## src/rtl/div_sequencer_pkg.sv

```systemverilog
// Shared types and constants for the M-extension divide sequencer.
package common_pkg;

   localparam int DIV_XLEN    = 32;
   localparam int DIV_LATENCY = DIV_XLEN + 3;

   typedef enum logic [1:0] {
      DIV_S = 2'b00,
      DIV_U = 2'b01,
      REM_S = 2'b10,
      REM_U = 2'b11
   } div_op_t;

   typedef enum logic [2:0] {
      DIV_IDLE  = 3'd0,
      DIV_PREP  = 3'd1,
      DIV_RUN   = 3'd2,
      DIV_FIXUP = 3'd3,
      DIV_DONE  = 3'd4
   } div_state_t;

   function automatic logic op_is_signed(div_op_t op);
      return (op == DIV_S) || (op == REM_S);
   endfunction

   function automatic logic op_is_rem(div_op_t op);
      return (op == REM_S) || (op == REM_U);
   endfunction

endpackage

```

## src/rtl/div_sequencer_div_step.sv

```systemverilog
// One radix-2 restoring divide iteration on unsigned magnitudes.
module div_step
   import common_pkg::*;
#(
   parameter int XLEN = DIV_XLEN
) (
   input  logic [XLEN-1:0] rem,
   input  logic [XLEN-1:0] quo,
   input  logic [XLEN-1:0] divisor,
   output logic [XLEN-1:0] rem_next,
   output logic [XLEN-1:0] quo_next
);

   logic [XLEN:0] shifted;
   logic [XLEN:0] diff;

   // Shift {rem,quo} left, trial-subtract in XLEN+1 bits and restore when the difference is negative
   always_comb begin
      shifted  = {rem, quo[XLEN-1]};
      diff     = shifted - {1'b0, divisor};
      quo_next = {quo[XLEN-2:0], ~diff[XLEN]};
      rem_next = diff[XLEN] ? shifted[XLEN-1:0] : diff[XLEN-1:0];
   end

endmodule

```

## src/rtl/div_sequencer.sv

```systemverilog
// Multi-cycle DIV/DIVU/REM/REMU sequencer: FSM, iteration counter, sign tracking and result registers.
module div_sequencer
   import common_pkg::*;
#(
   parameter int XLEN = DIV_XLEN
) (
   input  logic            clk,
   input  logic            rst_n,
   input  logic            start_i,
   input  logic [1:0]      op_i,
   input  logic [XLEN-1:0] dividend_i,
   input  logic [XLEN-1:0] divisor_i,
   input  logic [4:0]      rd_id_i,
   input  logic            flush_i,
   output logic            ready_o,
   output logic            stall_o,
   output logic            done_o,
   output logic [XLEN-1:0] result_o,
   output logic [4:0]      rd_id_o
);

   localparam int CNT_W = $clog2(XLEN);
   localparam logic [XLEN-1:0] MIN_NEG = {1'b1, {(XLEN-1){1'b0}}};

   div_state_t      state_q, state_d;
   div_op_t         op_q;
   logic [XLEN-1:0] a_q, b_q;
   logic [XLEN-1:0] quo_q, rem_q, dvs_q;
   logic [XLEN-1:0] result_q;
   logic [4:0]      rd_q, rd_out_q;
   logic [CNT_W-1:0] cnt_q;
   logic            neg_quo_q, neg_rem_q;

   logic            accept, op_signed, a_neg, b_neg, special;
   logic [XLEN-1:0] a_mag, b_mag, spec_quo, spec_rem, fix_quo, fix_rem;
   logic [XLEN-1:0] step_rem, step_quo;

   div_step #(.XLEN(XLEN)) u_step (
      .rem      (rem_q),
      .quo      (quo_q),
      .divisor  (dvs_q),
      .rem_next (step_rem),
      .quo_next (step_quo)
   );

   // Operand magnitudes, fast-path detection and final sign correction
   always_comb begin
      accept    = ((state_q == DIV_IDLE) || (state_q == DIV_DONE)) && start_i && !flush_i;
      op_signed = op_is_signed(op_q);
      a_neg     = op_signed & a_q[XLEN-1];
      b_neg     = op_signed & b_q[XLEN-1];
      a_mag     = a_neg ? -a_q : a_q;
      b_mag     = b_neg ? -b_q : b_q;
      special   = (b_q == '0) || (op_signed && (a_q == MIN_NEG) && (b_q == '1));
      spec_quo  = (b_q == '0) ? '1 : MIN_NEG;
      spec_rem  = (b_q == '0) ? a_q : '0;
      fix_quo   = neg_quo_q ? -quo_q : quo_q;
      fix_rem   = neg_rem_q ? -rem_q : rem_q;
   end

   // Next-state and status outputs; a flush overrides every transition
   always_comb begin
      state_d = state_q;
      ready_o = 1'b0;
      stall_o = 1'b0;
      done_o  = 1'b0;
      case (state_q)
         DIV_IDLE: begin
            ready_o = 1'b1;
            if (accept) state_d = DIV_PREP;
         end
         DIV_PREP: begin
            stall_o = 1'b1;
            // Fast-path results pass through FIXUP so there is a single result-register write point
            state_d = special ? DIV_FIXUP : DIV_RUN;
         end
         DIV_RUN: begin
            stall_o = 1'b1;
            if (cnt_q == '0) state_d = DIV_FIXUP;
         end
         DIV_FIXUP: begin
            stall_o = 1'b1;
            state_d = DIV_DONE;
         end
         DIV_DONE: begin
            ready_o = 1'b1;
            done_o  = 1'b1;
            state_d = accept ? DIV_PREP : DIV_IDLE;
         end
         default: state_d = DIV_IDLE;
      endcase
      if (flush_i) state_d = DIV_IDLE;
   end

   // State register with synchronous active-low reset
   always_ff @(posedge clk) begin
      if (!rst_n) state_q <= DIV_IDLE;
      else        state_q <= state_d;
   end

   // Request capture, iteration datapath, counter and result registers
   always_ff @(posedge clk) begin
      if (!rst_n) begin
         op_q      <= DIV_S;
         a_q       <= '0;
         b_q       <= '0;
         rd_q      <= '0;
         quo_q     <= '0;
         rem_q     <= '0;
         dvs_q     <= '0;
         neg_quo_q <= 1'b0;
         neg_rem_q <= 1'b0;
         cnt_q     <= '0;
         result_q  <= '0;
         rd_out_q  <= '0;
      end else begin
         case (state_q)
            DIV_IDLE, DIV_DONE: begin
               if (accept) begin
                  op_q <= div_op_t'(op_i);
                  a_q  <= dividend_i;
                  b_q  <= divisor_i;
                  rd_q <= rd_id_i;
               end
            end
            DIV_PREP: begin
               if (special) begin
                  quo_q     <= spec_quo;
                  rem_q     <= spec_rem;
                  neg_quo_q <= 1'b0;
                  neg_rem_q <= 1'b0;
               end else begin
                  quo_q     <= a_mag;
                  rem_q     <= '0;
                  dvs_q     <= b_mag;
                  neg_quo_q <= a_neg ^ b_neg;
                  neg_rem_q <= a_neg;
                  cnt_q     <= CNT_W'(XLEN-1);
               end
            end
            DIV_RUN: begin
               quo_q <= step_quo;
               rem_q <= step_rem;
               if (cnt_q != '0) cnt_q <= cnt_q - 1'b1;
            end
            DIV_FIXUP: begin
               if (!flush_i) begin
                  result_q <= op_is_rem(op_q) ? fix_rem : fix_quo;
                  rd_out_q <= rd_q;
               end
            end
            default: ;
         endcase
      end
   end

   assign result_o = result_q;
   assign rd_id_o  = rd_out_q;

endmodule

```

## config.mk

```make
export PLATFORM = sky130hd
export DESIGN_NAME = div_sequencer
export DESIGN_NICKNAME = d
export VERILOG_FILES = /design/src/rtl/div_sequencer_pkg.sv /design/src/rtl/div_sequencer_div_step.sv /design/src/rtl/div_sequencer.sv
export SDC_FILE = /design/constraint.sdc
export NUM_CORES = 1
export LEC_CHECK = 0
export ABC_AREA = 1
export CAP_MARGIN = 0
export CORE_UTILIZATION = 64
export CTS_CLUSTER_DIAMETER = 200
export DETAILED_ROUTE_END_ITERATION = 7
export PLACE_DENSITY = 0.95
export SYNTH_ARGS = -nofsm -noshare
export SYNTH_HDL_FRONTEND = slang
export SYNTH_SLANG_ARGS = --single-unit
```

## constraint.sdc

```tcl
create_clock -name clk -period 4.9 [get_ports clk]
set_input_delay 1.47 -clock clk [delete_from_list [all_inputs] [get_ports clk]]
set_output_delay 1.47 -clock clk [all_outputs]
set_load 0.02 [all_outputs]
```

* Yosys cells after proc, flatten, opt, wreduce, memory -nomap -nowiden
Index checks and enable logic that the tools add are counted.
** Operators by class
- $add $sub $neg :: 6
- Multiplexer cells :: 25
- Equal/unequal tests :: 12
- Reductions and logical operators :: 23
- Bitwise gates (word level) :: 7
** Operators by type and width (number)
- 32-bit 2-to-1 mux :: 9
- 32-bit negator :: 4
- 32-bit case mux with 2 select lines :: 2
- 32-bit == test, second input constant :: 2
- 33-bit by 32-bit subtractor with 33-bit output :: 1
- 32-bit logical NOT :: 1
- 31-bit 2-to-1 mux :: 1
- 3-bit case mux with 5 select lines :: 1
- 5-bit 2-to-1 mux :: 2
- 5-bit case mux with 2 select lines :: 1
- 2-bit != test, second input constant :: 4
- 2-bit AND reduction :: 4
- 1-bit 2-to-1 mux :: 7
- 3-bit by 2-bit == test with 1-bit output, second input constant :: 2
- 3-bit 2-to-1 mux :: 2
- 5-bit logical NOT :: 1
- 5-bit nonzero test :: 1
- 5-bit by 1-bit subtractor with 5-bit output, second input constant :: 1
- 2-bit == test, second input constant :: 2
- 1-bit logical AND :: 4
- 1-bit logical OR :: 4
- 1-bit inverter :: 4
- 2-bit OR reduction :: 2
- 3-bit by 1-bit == test with 1-bit output, second input constant :: 1
- other kinds (9) :: 10
** Storage, ports and cells
- Output and inout port bits :: 40
- Input port bits :: 75
- Register bits :: 214

* Longest topological paths before layout
- Depth after elaboration :: 7
- Depth in mapped cells :: 19
- Mapped depth without buffers :: 18

* Hierarchy
Synthesis repeated with hierarchy kept, for this count alone.
** Unflattened totals
- Cell total of the unflattened synthesis :: 2690
- Area, all modules :: 15884.0 um^2
** By module, submodules not included
- div_sequencer :: sequential area each 4284.1 um^2, area each 12500.7 um^2, instances 1, cells an instance 1979
- div_step :: sequential area each 0.0 um^2, area each 3383.2 um^2, instances 1, cells an instance 711

* Worst setup path after synthesis
No wires, ideal clock.
- Path type :: in2reg
- From :: input port flush_i
- To :: register result_q[16] (netlist: result_o[16])
- Required time :: 4791 ps
- Stages :: 6
- Arrival :: 2333 ps
- Setup slack :: 2458 ps
- Path buffers :: 2
- Path through :: nor2_1 -> buf_2 -> buf_1 -> nand3_1 -> nand2_1 -> inv_1
** Between the ends
- Cells in the longest elaborated chain, start to end :: 2
** RTL lines
- from (decl) :: line div_sequencer.sv:14 : input logic flush_i,
- 1-bit inverter (no source line)
- 2-bit AND reduction (no source line)
- to (signal assigned) :: line div_sequencer.sv:148 : result_q <= op_is_rem(op_q) ? fix_rem : fix_quo;
- to (decl) :: line div_sequencer.sv:29 : logic [XLEN-1:0] result_q;
Every way passes these cells.
A chain may end at the register's enable or synchronous reset.

* Final worst setup path
- From :: register state_q[0]
- To :: output port ready_o
** Between the ends
- Cells in the longest elaborated chain, start to end :: 3
** RTL lines
- from (decl) :: line div_sequencer.sv:25 : div_state_t state_q, state_d;
- from (signal assigned) :: line div_sequencer.sv:98 : else state_q <= state_d;
- 3-bit == test / 3-bit logical NOT (equally long branches) :: line div_sequencer.sv:67 : case (state_q)
- 2-bit OR reduction (no source line) (*)
- 1-bit 2-to-1 mux (*) :: line div_sequencer.sv:67
- to (decl) :: line div_sequencer.sv:15 : output logic ready_o,
Mark *: on every way between the ends. The rest lies on a longest branch, timed or not.

==> results.cfg <==
[placement]
gp_congestion = 1.04
place_area_um2 = 16700
dpl.hpwl_mm = 40.0
dp.cells = 2915
portBuffers = 114

[clock_tree]
cts_root_buffer = clkbuf_16
cts_setup_buffers = 0
holdBufCountCts = 0
clk_pin_slew_worst_paths_ns = 0.06
max-clock-path-buffers = 3
clock_sinks = 214
ctsResizeCount = 0
worstSkewPairLatency_ns = 0.56
cts_tree = built
h-tree-depth = 1
numCtsBuffers = 24

[floorplan]
fp.dieH_um = 158
start_util_pct = 65.7
die-area_um2 = 24900
num_rows = 56
pin_count = 115
core_um2 = 23700
die_x_um = 158

[timing]
maxClockFrequency_mhz = 289
setup_tns_ns = 0
finalSetupViolCount = 0
worst_pin_slew_ns = 0.977
rsz0062_at_grt = no
slew_headroom_pct = 34.8
finalCritPeriodShare_pct = 70.6
skew_ns = 0.0336
drv_slew = 0
final-hold-violation-count = 0
period_needed_ns = 3.46

[synthesis]
synthDominantCellAreaShare_pct = 27.6
ys.flop_type = dfxtp_1
synth_fa_ha_area_share_pct = 3.27
synth_edf_count = 0
synthTopCellsByArea = dfxtp_1 28%, nand2_1 14%, inv_1 9.7%
netlist_area_um2 = 15500
synth_compound_area_share_pct = 19.1
synth_warnings = 0
synth_mux_area_share_pct = 0
synth_xor_area_share_pct = 2.76
ys_seq_area_share_pct = 27.6
synth_area_leader_cell = dfxtp_1
synth-async-reset-ratio_pct = 0
syn_nets = 2692
syn_avg_cell_area_um2 = 6.03
synth_cells = 2577
synth_simple_gate_area_share_pct = 33.8
synth-seq-cells = 214
ys_types = 53
synth_top_family_by_area = simple AND/OR/NAND/NOR gates

[route]
routed_wl_mm = 53.0
wire_per_inst_um = 17.9
avgViaCountPerCell = 5.93
vias = 17542
drtPass1Iterations = 7
ant_nets = 0
initialDrtViolationCount = 2445
drc = 0

[worst_setup_path]
critPathMaxStageDelay_ns = 0.70
arrival_ns = 1.99
regToRegStartpoint = state_q[2]$_SDFFE_PP0P_
reg2regPathDepth = 8
crit_type = reg2out
crit_path_start_kind = flop
cp-end-kind = output pin
path_cells = nor2_1 -> clkdlybuf4s50_1
worst-path-max-fanout = 5
worst_path_max_delay_cell = clkdlybuf4s50_1
worstReg2RegEnd = quo_q[15]$_SDFFE_PN0P_
endpoint = ready_o
regToRegSetupSlack_ns = 1.79
worstPathRequired_ns = 3.43
setup.worst_path.start = state_q[0]$_SDFFE_PP0P_

[global_route]
overflow = 0
grt_max_degree = 110
grt_pass1_wl_mm = 82.6
antenna_found_initial = 0
first_global_vias = 16012
grtUsageTotal_pct = 42.4

[cells_and_area]
antenna_cells = 0
area_growth_pct = 12.7
fin_area_um2 = 17500
stdcell_count = 2959
drive_gt1_share_pct = 5.98
layout_common_cells = 566 x nand2_1, 401 x inv_1, 282 x nor2_1
fill_cells = 2044
final_common_cell = nand2_1
nets = 2737

[power_and_ir_drop]
power.switching_mw = 2.37
p_sw_share_pct = 39.3
report.power.total_mw = 6.04
p_comb_share_pct = 34.9
total_leakage_power_nw = 8.41
p_per_area_nw_per_um2 = 345
seq_power_share_pct = 32.4
pwr-share-clk_pct = 32.7
p_int_mw = 3.67
vdd_drop_max_mv = 0.273

[outcome]
status = finished, final reports clean

[run]
maxCapViolations = 0

[worst_hold_path]
hold_path.class = reg2reg
-- state kept, by name, summed over array words and instances, names as in the netlist --
register   count
a_q           32
dvs_q         32
cnt_q          5
neg_quo_q      1
rem_q         32
neg_rem_q      1
state_q        3
op_q           2
result_o      32
rd_id_o        5
quo_q         32
b_q           32
rd_q           5
-- per-layer routing --
layer | track usage, % | up-vias | routed length [µm]
met4 | 20.9 | 0 | 2690
met5 | 0 | - | 0
met1 | 55.6 | 7941 | 21600
met2 | 66.2 | 1066 | 22900
li1 | - | 8343 | -
met3 | 8.51 | 192 | 5830
-- stage by stage --
step	util (%)	hold slack, ns	setup WS, ns
2_1_floorplan	-	0.430	2.46
3_3_place_gp	70.3	0.463	1.52
3_5_place_dp	70.3	0.477	1.42
4_1_cts	74.0	0.489	1.45
5_1_grt	74.0	0.512	1.42
6_report	74.0	0.487	1.44
-- cell families after synthesis --
family,Yosys count
xor gates and xnor gates,49
and+or+nand+nor,1204
buffers and inverters,520
AOI/OAI and AO/OA,550
adders and majority gates,40
DFF,214
-- area by class of cell --
cell class	instances	area, µm²	share of cell area (%)
Clock buffer	32	701	4.00
Clock inverter	12	170	0.971
Inverter	416	1570	8.94
Multi-Input combinational cell	1843	9190	52.4
Sequential cell	214	4280	24.4
Tap cell	319	399	2.28
Timing Repair Buffer	123	1220	6.95
-- how the worst min path moves through the flow --
stage	from	to	slack, ns	cells past startpoint
after detailed placement	rd_q[4]$_SDFFE_PN0P_	rd_q[4]$_SDFFE_PN0P_	0.48	2
after global routing	cnt_q[1]$_SDFFE_PN0P_	cnt_q[1]$_SDFFE_PN0P_	0.51	2
after CTS	dvs_q[3]$_SDFFE_PN0P_	dvs_q[3]$_SDFFE_PN0P_	0.49	2
final	rd_q[4]$_SDFFE_PN0P_	rd_q[4]$_SDFFE_PN0P_	0.49	2
after global placement	dvs_q[3]$_SDFFE_PN0P_	dvs_q[3]$_SDFFE_PN0P_	0.46	2
after floorplan	dvs_q[4]$_SDFFE_PN0P_	dvs_q[4]$_SDFFE_PN0P_	0.43	2
-- power by group through the flow --
| stage | registers (mW) | logic, mW | clock network [mW] |
|---|---|---|---|
| 2_1_floorplan | 1.94 | 1.58 | 0 |
| 3_3_place_gp | 1.98 | 1.99 | 0 |
| 3_5_place_dp | 1.99 | 2.03 | 0 |
| 4_1_cts | 1.95 | 2.05 | 1.96 |
| 5_1_grt | 1.96 | 2.36 | 2.03 |
| 6_report | 1.96 | 2.11 | 1.98 |
-- critical path: cells and delay by family, from the launching register on --
kind,cells,cell delay (ns)
flops,1,0.35
buf+inv,1,0.70
simple gates,1,0.39
-- Yosys cell counts (3+ instances only) --
| library cell | count |
|---|---|
| nand4_1 | 33 |
| and2_1 | 5 |
| nand2_1 | 566 |
| ha_1 | 39 |
| nor2_2 | 6 |
| nor2_4 | 6 |
| nor3_1 | 40 |
| inv_1 | 401 |
| nor2_1 | 284 |
| buf_1 | 11 |
| buf_6 | 14 |
| clkbuf_1 | 67 |
| nand3_2 | 6 |
| o21ai_1 | 7 |
| o31ai_1 | 3 |
| xor2_1 | 43 |
| buf_4 | 3 |
| o211ai_1 | 13 |
| nor4_1 | 3 |
| o21ai_0 | 276 |
| a21oi_1 | 200 |
| xnor2_1 | 6 |
| o221ai_1 | 4 |
| nand2_4 | 8 |
| inv_2 | 13 |
| nand2_2 | 16 |
| buf_2 | 7 |
| nand3_1 | 207 |
| nand3b_1 | 7 |
| o21bai_1 | 4 |
| dfxtp_1 | 214 |
| or2_2 | 8 |
| a31oi_1 | 7 |
| a21oi_2 | 29 |
No activity file was read; power rests on OpenSTA's default activity.
